## src/rtl/logic_pkg.sv

```systemverilog
// Shared definitions for the bitwise logic unit: op encoding and FSM state type.
// The op encoding is also used by the ALU decoder.
package logic_pkg;

  typedef logic [1:0] logic_op_t;

  localparam logic_op_t OP_AND  = 2'b00;
  localparam logic_op_t OP_OR   = 2'b01;
  localparam logic_op_t OP_XOR  = 2'b10;
  localparam logic_op_t OP_ANDN = 2'b11;

  typedef enum logic [1:0] {
    ST_IDLE = 2'd0,
    ST_BUSY = 2'd1,
    ST_DONE = 2'd2
  } lus_state_t;

endpackage

```

## src/rtl/logic_unit_seq_if.sv

```systemverilog
// Request/result bundle between the execute stage and the sequential logic unit.
import logic_pkg::*;

// start is honoured only while the unit is idle or presenting done; done is a
// one-cycle pulse, and y/zf/sf stay valid from that pulse until the next one.
interface logic_unit_seq_if #(
  parameter int WIDTH = 64
);
  logic             start;
  logic_op_t        op;
  logic [WIDTH-1:0] a;
  logic [WIDTH-1:0] b;
  logic             busy;
  logic             done;
  logic [WIDTH-1:0] y;
  logic             zf;
  logic             sf;

  modport master (
    output start, op, a, b,
    input  busy, done, y, zf, sf
  );

  modport slave (
    input  start, op, a, b,
    output busy, done, y, zf, sf
  );
endinterface

```

## src/rtl/logic_slice.sv

```systemverilog
// Combinational SLICE-bit bitwise operator, shared across all cycles of an operation.
import logic_pkg::*;

module logic_slice #(
  parameter int SLICE = 16
) (
  input  logic [SLICE-1:0] a_s,
  input  logic [SLICE-1:0] b_s,
  input  logic_op_t        op,
  output logic [SLICE-1:0] y_s
);

  always_comb begin
    y_s = '0;
    case (op)
      OP_AND:  y_s = a_s & b_s;
      OP_OR:   y_s = a_s | b_s;
      OP_XOR:  y_s = a_s ^ b_s;
      OP_ANDN: y_s = a_s & ~b_s;
      default: y_s = '0;
    endcase
  end

endmodule

```

## src/rtl/logic_unit_seq.sv

```systemverilog
// Multi-cycle bitwise logic unit: WIDTH-bit AND/OR/XOR/ANDN computed SLICE bits
// per cycle, with registered result and zero/sign flags.
import logic_pkg::*;

module logic_unit_seq #(
  parameter int WIDTH = 64,
  parameter int SLICE = 16
) (
  input  logic                   clk,
  input  logic                   rst,
  logic_unit_seq_if.slave        bus,
  output lus_state_t             state
);

  localparam int N  = WIDTH / SLICE;
  localparam int CW = (N > 1) ? $clog2(N) : 1;

  lus_state_t       state_q, state_d;
  logic [CW-1:0]    cnt;
  logic_op_t        op_q;
  logic [WIDTH-1:0] a_q, b_q, acc, acc_next, y_q;
  logic             zacc, zf_q, sf_q;
  logic [SLICE-1:0] a_s, b_s, y_s;
  logic             accept, last, slice_zero;
  int               off;

  assign accept     = bus.start && (state_q == ST_IDLE || state_q == ST_DONE);
  assign last       = (cnt == CW'(N - 1));
  assign slice_zero = ~|y_s;

  always_comb begin
    off      = int'(cnt) * SLICE;
    a_s      = a_q[off +: SLICE];
    b_s      = b_q[off +: SLICE];
    acc_next = acc;
    acc_next[off +: SLICE] = y_s;
  end

  logic_slice #(.SLICE(SLICE)) u_slice (
    .a_s (a_s),
    .b_s (b_s),
    .op  (op_q),
    .y_s (y_s)
  );

  always_ff @(posedge clk or posedge rst) begin
    if (rst) state_q <= ST_IDLE;
    else     state_q <= state_d;
  end

  always_comb begin
    state_d = state_q;
    case (state_q)
      ST_IDLE: if (bus.start) state_d = ST_BUSY;
      ST_BUSY: if (last) state_d = ST_DONE;
      ST_DONE: state_d = bus.start ? ST_BUSY : ST_IDLE;
      default: state_d = ST_IDLE;
    endcase
  end

  // y/zf/sf load only on the final slice, so partial results never appear.
  always_ff @(posedge clk or posedge rst) begin
    if (rst) begin
      cnt  <= '0;
      op_q <= OP_AND;
      a_q  <= '0;
      b_q  <= '0;
      acc  <= '0;
      zacc <= 1'b0;
      y_q  <= '0;
      zf_q <= 1'b0;
      sf_q <= 1'b0;
    end else if (accept) begin
      cnt  <= '0;
      op_q <= bus.op;
      a_q  <= bus.a;
      b_q  <= bus.b;
      acc  <= '0;
      zacc <= 1'b1;
    end else if (state_q == ST_BUSY) begin
      acc  <= acc_next;
      zacc <= zacc & slice_zero;
      cnt  <= cnt + 1'b1;
      if (last) begin
        y_q  <= acc_next;
        zf_q <= zacc & slice_zero;
        sf_q <= acc_next[WIDTH-1];
      end
    end
  end

  assign bus.busy = (state_q == ST_BUSY);
  assign bus.done = (state_q == ST_DONE);
  assign bus.y    = y_q;
  assign bus.zf   = zf_q;
  assign bus.sf   = sf_q;
  assign state    = state_q;

endmodule

```

## src/flat_wrapper.sv

```systemverilog
// flat-port wrapper written by rule: the top's interface ports become plain ports
module logic_unit_seq_flat 
#(
  parameter int WIDTH = 64,
  parameter int SLICE = 16
)
  (clk, rst, state, bus_start, bus_op, bus_a, bus_b, bus_busy, bus_done, bus_y, bus_zf, bus_sf);
  logic_unit_seq_if #(.WIDTH(WIDTH)) bus_i ();
  input  logic clk;
  input  logic rst;
  output lus_state_t state;
  input wire logic [$bits(bus_i.start)-1:0] bus_start;
  input wire logic [$bits(bus_i.op)-1:0] bus_op;
  input wire logic [$bits(bus_i.a)-1:0] bus_a;
  input wire logic [$bits(bus_i.b)-1:0] bus_b;
  output wire logic [$bits(bus_i.busy)-1:0] bus_busy;
  output wire logic [$bits(bus_i.done)-1:0] bus_done;
  output wire logic [$bits(bus_i.y)-1:0] bus_y;
  output wire logic [$bits(bus_i.zf)-1:0] bus_zf;
  output wire logic [$bits(bus_i.sf)-1:0] bus_sf;
  assign bus_i.start = bus_start;
  assign bus_i.op = bus_op;
  assign bus_i.a = bus_a;
  assign bus_i.b = bus_b;
  assign bus_busy = bus_i.busy;
  assign bus_done = bus_i.done;
  assign bus_y = bus_i.y;
  assign bus_zf = bus_i.zf;
  assign bus_sf = bus_i.sf;
  logic_unit_seq #(.WIDTH(WIDTH), .SLICE(SLICE)) u_core (.clk(clk), .rst(rst), .bus(bus_i), .state(state));
endmodule
```

## config.mk

```make
export PLATFORM = sky130hd
export DESIGN_NAME = logic_unit_seq_flat
export DESIGN_NICKNAME = d
export VERILOG_FILES = /design/src/rtl/logic_pkg.sv /design/src/rtl/logic_unit_seq_if.sv /design/src/rtl/logic_slice.sv /design/src/rtl/logic_unit_seq.sv /design/src/flat_wrapper.sv
export SDC_FILE = /design/constraint.sdc
export NUM_CORES = 1
export LEC_CHECK = 0
export CAP_MARGIN = 20
export CORE_UTILIZATION = 48
export DETAILED_ROUTE_END_ITERATION = 6
export PLACE_DENSITY = 0.76
export SYNTH_ARGS = -nofsm -noshare
export SYNTH_HDL_FRONTEND = slang
export SYNTH_SLANG_ARGS = --single-unit
```

## constraint.sdc

```tcl
create_clock -name clk -period 9.83 [get_ports clk]
set_input_delay 2.949 -clock clk [delete_from_list [all_inputs] [get_ports clk]]
set_output_delay 2.949 -clock clk [all_outputs]
set_load 0.01 [all_outputs]
```

==> reports/results.txt, run 1 <==
maximum number of pins on one net before global-route repair: 159
final std cells w/o fill: 1556
leak pwr: 6.392 nW
H-tree levels: 1
Port Buffers: 202
Post-CTS Setup Inserts: 0
ratio of cells with drive above 1 in the final layout: 19.07%
drt first pass iters: 4
Worst-path clk slew: 0.06 ns
CTS Buf Count: 27
detailed placement HPWL: 20010 um
Critical Path Start Type: flop
DRC: 0
Inst Count DP: 1505
cts repair resizes: 0
Placer Congestion: 0.8095
setup TNS: 0 ns
status: finished clean
Final Max Tran Viols: 0
Slew HR: 28.38%
crit end category: primary output
RSZ-0062 raised after global routing: false
ys flop type: dfrtp_1
most frequent cells after synthesis: 264 x dfrtp_1, 137 x nand2_1, 128 x mux2_2
most common cell in the netlist: dfrtp_1
Synth Area per Inst: 11.72 sq um
Post-synth EDFFs: 0
Period minus WS final: 5.206 ns
fin nets: 1369
die height: 161.1 um
TritonCTS clock tree: done
clock root buffer: clkbuf_16
Overall Global Routing Usage: 22.84%
initial antenna violation count: 0
Final Hold Fails: 0
Max IR drop VDD: 185.5 uV
area leader, netlist: dfrtp_1
first-pass GRT wire length: 46580 um
max frequency: 192.1 MHz
critical path data required time: 6.88 ns
Max Fanout on Critical Path: 13
routed vias/inst: 5.480
synthesized net count: 1193
total grt overflow: 0
area of the die: 0.02594 sq mm
GR Util met1: 32.28%
Synth Cell Area: 0.01215 sq mm
synthesis-stage register bit count: 264
clock buffer depth: 3
worst skew pair latency: 0.53 ns
Initial Util: 49.51%
Starting DRT DRC Count: 588
Crit path arrival time: 2.26 ns
Area contributors post-synth: dfrtp_1 54%, mux2_2 12%, mux4_2 5.0%
grt met2 use: 36.72%
die width: 161.1 um
count of different cell masters after synthesis: 38
post-synthesis sequential area ratio: 54.39%
Worst-Margin Slew: 1.074 ns
worst setup path class: flop to primary output
final setup vio count: 0
# diodes: 0
Final Cycle Share: 52.96%
area grow syn2layout: 26.13%
# rows: 57
Ys Warns: 0
routed length per placed instance: 18.59 um
Routed Antenna Nets: 0
Post-Route WL: 28920 um
IO Pins: 203
GR Util met3: 4.289%
asr flop ratio synth: 100.0%
Synth top area share: 54.39%
worst min-delay path class: flop to flop
total core area: 0.02453 sq mm
power density over the cells: 358.9 mW/mm^2
vias in the first global route: 8480
skew final: 0.009929 ns
via count: 8527
clk sinks: 264
cell count after synthesis: 1036
Top Usage Layer GRT: met2
hold buffers post-CTS: 0
total of max-cap violations: 0
## worst paths after layout
kind                            slack, ns          endpoint              from  depth (start not counted)
worst min-delay path                 0.48  u_core.bus.y[34]  u_core.bus.y[34]                          2
worst max register to register       6.27       u_core.zacc     u_core.cnt[0]                         10
worst max-delay path                 4.62          bus_busy   u_core.state[1]                          3
worst min register to register       0.48  u_core.bus.y[34]  u_core.bus.y[34]                          2
max in group asynchronous            5.59    u_core.b_q[36]               rst                          3
min in group asynchronous            2.88    u_core.a_q[27]               rst                          2
## cells in the final DEF (no fill, tap or decap), types with 2 or more instances in the layout
master	instances
a21oi_1	64
a22o_1	17
a22oi_1	20
a31oi_4	12
and3_1	2
buf_4	9
bufinv_16	4
clkbuf_1	5
clkbuf_16	27
clkbuf_8	5
clkdlybuf4s50_1	202
clkinv_1	2
clkinv_2	7
dfrtp_1	262
dfrtp_2	2
ha_1	23
inv_1	43
inv_2	2
mux2_2	128
mux4_1	5
mux4_2	27
nand2_1	136
nand2b_1	13
nand3_1	2
nand4_1	4
nor2_1	56
o21ai_0	60
o21ai_1	58
o22ai_2	4
xnor2_1	4
xor2_1	12
## routing by layer
metal  part of all wire, %  vias up
met5                     0        -
met4                   1.9        0
met3                   7.1       47
met2                    48      303
met1                    43     4205
li1                      -     3972
## sequential cells by signal, indices dropped and copies added, names as in the netlist
| signal | flops |
|---|---|
| u_core.a_q | 64 |
| u_core.acc | 64 |
| u_core.b_q | 64 |
| u_core.bus.sf | 1 |
| u_core.bus.y | 63 |
| u_core.bus.zf | 1 |
| u_core.cnt | 2 |
| u_core.op_q | 2 |
| u_core.state | 2 |
| u_core.zacc | 1 |
## worst max-delay path, cell delays in order (launching register included)
cell and delay (ns):
dfrtp_1 0.43, nand2b_1 0.34, inv_2 0.32, clkdlybuf4s50_1 0.63
## metrics by stage
stage                     power [mW]  setup WS, ns  area [sq um]  hold WS [ns]  utilization (%)
after floorplan                3.550         3.397         12150        0.4501                -
after global placement         4.328         4.160         14360        0.4607            58.54
after detailed placement       4.442         4.162         14380        0.4703            58.60
after CTS                      5.520         4.673         15300        0.4835            62.38
after global routing           5.834         4.556         15320        0.4944            62.44
final                          5.498         4.624         15320        0.4762            62.44
## report_power, final
part           internal [mW]  switching, mW  leakage [nW]
registers               1.54          0.289          3.37
clock network          0.647          0.415         0.463
logic                   1.14           1.47          2.56
## cell families (layout without fill, tap and decap cells)
family | Yosys count | in the layout | share of synthesized area (%)
xor gates and xnor gates | 16 | 16 | 1.154
AOI/OAI and AO/OA | 236 | 236 | 12.54
and+or+nand+nor | 223 | 223 | 7.592
muxes | 160 | 160 | 17.96
adders and majority gates | 24 | 24 | 2.472
DFF | 264 | 264 | 54.39
buffers and inverters | 113 | 309 | 3.894
## area by class of cell
class / instances / area, sq um
clock buffer: 37 / 763.2
clock inverter: 12 / 163.9
fill: 1966 / 9215
inverter: 48 / 183.9
multi-input combinational: 659 / 5084
sequential: 264 / 6609
tap: 324 / 405.4
timing repair buffer: 212 / 2110
No activity file was read; power rests on OpenSTA's default activity.
==> run 2, diff against run 1 <==
--- a/config.mk
+++ b/config.mk
@@ -6,9 +6,9 @@
 export NUM_CORES = 1
 export LEC_CHECK = 0
 export CAP_MARGIN = 20
-export CORE_UTILIZATION = 48
+export CORE_UTILIZATION = 54
 export DETAILED_ROUTE_END_ITERATION = 6
-export PLACE_DENSITY = 0.76
+export PLACE_DENSITY = 0.81
 export SYNTH_ARGS = -nofsm -noshare
 export SYNTH_HDL_FRONTEND = slang
 export SYNTH_SLANG_ARGS = --single-unit
==> constraint.sdc (replaced) <==
create_clock -name clk -period 5 [get_ports clk]
set_input_delay 1.5 -clock clk [delete_from_list [all_inputs] [get_ports clk]]
set_output_delay 1.5 -clock clk [all_outputs]
set_load 0.01 [all_outputs]
==> reports/results.txt, run 2 (synthesized netlist as in run 1, its figures left out) <==
status: finished, violations left
failing checks: DRC
setup TNS: 0 ns (unchanged)
Clock power frac: 18.9% (-0.4 points)
die height: 152.0 um (-5.6%)
Placer Congestion: 0.8501 (+5.0%)
maximum number of pins on one net before global-route repair: 134 (-16%)
DRC: 25 (+25)
Worst-Margin Slew: 0.9986 ns (-0.07565 ns)
Critical Path Start Type: flop
Period minus WS final: 3.687 ns
Overall Global Routing Usage: 25.96% (+3.1 points)
worst setup path class: flop to primary output
commonest non-fill, non-tap cell in the layout: dfrtp_1
Fill cells: 1540 (-22%)
Setup WS post-layout: 1.313 ns (-3.311 ns)
clock root buffer: clkbuf_16
crit-path cells: nand2b_1 -> inv_2 -> clkdlybuf4s50_1
initial antenna violation count: 0 (unchanged)
largest registers: u_core.a_q (64), u_core.acc (64), u_core.b_q (64)
Final Max Tran Viols: 0 (unchanged)
worst skew pair latency: 0.53 ns (about the same)
area grow syn2layout: 25.69%
Post-Route WL: 29080 um (+0.55%)
Tot Pwr: 10.73 mW (+95%)
sequential power share: 33.8% (+0.6 points)
# diodes: 0 (unchanged)
fin nets: 1369 (unchanged)
die width: 152.0 um (-5.6%)
Inst Count DP: 1463 (-2.8%)
leak pwr: 6.380 nW (-0.18%)
final std cells w/o fill: 1511 (-2.9%)
clock buffer depth: 3 (unchanged)
Port Buffers: 202 (unchanged)
crit end category: primary output
detailed placement HPWL: 19930 um (-0.43%)
routed vias/inst: 5.700 (+4.0%)
sw frac: 39.82% (+0.20 points)
Pint: 6.459 mW (+95%)
cts repair resizes: 0 (unchanged)
total core area: 0.02196 sq mm (-10%)
Crit path arrival time: 2.19 ns (-0.07 ns)
skew final: 0.01515 ns (+0.005220 ns)
Worst-path clk slew: 0.06 ns (about the same)
Final Hold Fails: 0 (unchanged)
power density over the cells: 703.0 mW/mm^2 (+96%)
drt first pass iters: 7 (+3)
first-pass GRT wire length: 47180 um (+1.3%)
routed length per placed instance: 19.25 um (+3.5%)
slowest stage cell, crit path: clkdlybuf4s50_1
critical path data required time: 3.50 ns (-3.38 ns)
Starting DRT DRC Count: 722 (+23%)
area of the die: 0.02309 sq mm (-11%)
H-tree levels: 1 (unchanged)
FF-to-FF path depth: 10 (unchanged)
IO Pins: 203 (unchanged)
final setup vio count: 0 (unchanged)
RSZ-0062 raised after global routing: false
vias in the first global route: 8656 (+2.1%)
TritonCTS clock tree: done
clk sinks: 264 (unchanged)
Post-CTS Setup Inserts: 0 (unchanged)
critical path's largest stage delay: 0.63 ns (about the same)
pre-CTS setup slack: 1.581 ns (-2.582 ns)
CTS Buf Count: 27 (unchanged)
Final Cycle Share: 73.74%
max frequency: 271.2 MHz
Slew HR: 33.42% (+5.0 points)
Hold Path Stages: 2 (unchanged)
hold buffers post-CTS: 0 (unchanged)
Switch Pwr: 4.273 mW (+96%)
most frequent cells in the layout: 262 x dfrtp_1, 202 x clkdlybuf4s50_1, 136 x nand2_1
via count: 8612 (+1.0%)
total grt overflow: 0 (unchanged)
worst min-delay path class: flop to flop
Routed Antenna Nets: 0 (unchanged)
ratio of cells with drive above 1 in the final layout: 19.17% (+0.097 points)
# rows: 54 (-5.3%)
total of max-cap violations: 0 (unchanged)
Max Fanout on Critical Path: 13 (unchanged)
Comb pwr share: 47.3% (-0.2 points)
Initial Util: 55.31% (+5.8 points)
Max IR drop VDD: 416.9 uV (+120%)
[run 2: changes by cell type in the layout (fill, tap and decap cells not counted), sizes merged]
cell,delta
bufinv,-2
clkinvlp,+2
clkinv,-1
[run 2: critical path: cells and delay by family (launching register included)]
kind / cells / cell delay, ns
buffers and inverters: 2 / 0.92
and+or+nand+nor: 1 / 0.27
DFF: 1 / 0.47
[run 2: cell type report]
cell class / instances / area, sq um / area share, %
clock buffers: 37 / 783.3 / 5.131
clock inverters: 11 / 121.4 / 0.7950
inverters: 48 / 183.9 / 1.205
multi-input cells: 659 / 5084 / 33.30
flip-flops and latches: 264 / 6609 / 43.29
well taps: 280 / 350.3 / 2.295
repair buffers: 212 / 2135 / 13.98
[run 2: path summary, 6_finish.rpt]
| path | slack, ns | endpoint | from |
|---|---|---|---|
| min in group asynchronous | 1.34 | u_core.a_q[8] | rst |
| max in group asynchronous | 2.49 | u_core.b_q[38] | rst |
| min | 0.48 | u_core.acc[32] | u_core.acc[32] |
| min reg2reg | 0.48 | u_core.acc[32] | u_core.acc[32] |
| max | 1.31 | bus_busy | u_core.state[0] |
| max reg2reg | 1.55 | u_core.zacc | u_core.cnt[0] |
[run 2: stage by stage]
stage	util [%]	area, sq um	hold slack (ns)
global placement	65.40	14360	0.4613
global route	69.52	15270	0.5047
floorplan	-	12150	0.4501
CTS	69.52	15270	0.4840
detailed placement	65.40	14360	0.4703
finish	69.52	15270	0.4814
[run 2: metal layers]
metal	part of all wire (%)	vias up	global-route usage (%)
li1	-	3962	-
met1	42	4259	36.25
met2	48	339	41.05
met3	7.3	52	5.419
met4	2.8	0	8.212
met5	0	-	0
[run 2: power by group through the flow]
stage	Sequential, mW	Clock [mW]	Combinational [mW]
after CTS	3.62	2.05	5.08
after detailed placement	3.65	0	5.04
after global routing	3.74	2.14	5.51
after floorplan	3.49	0	3.49
final	3.63	2.03	5.08
after global placement	3.60	0	4.90
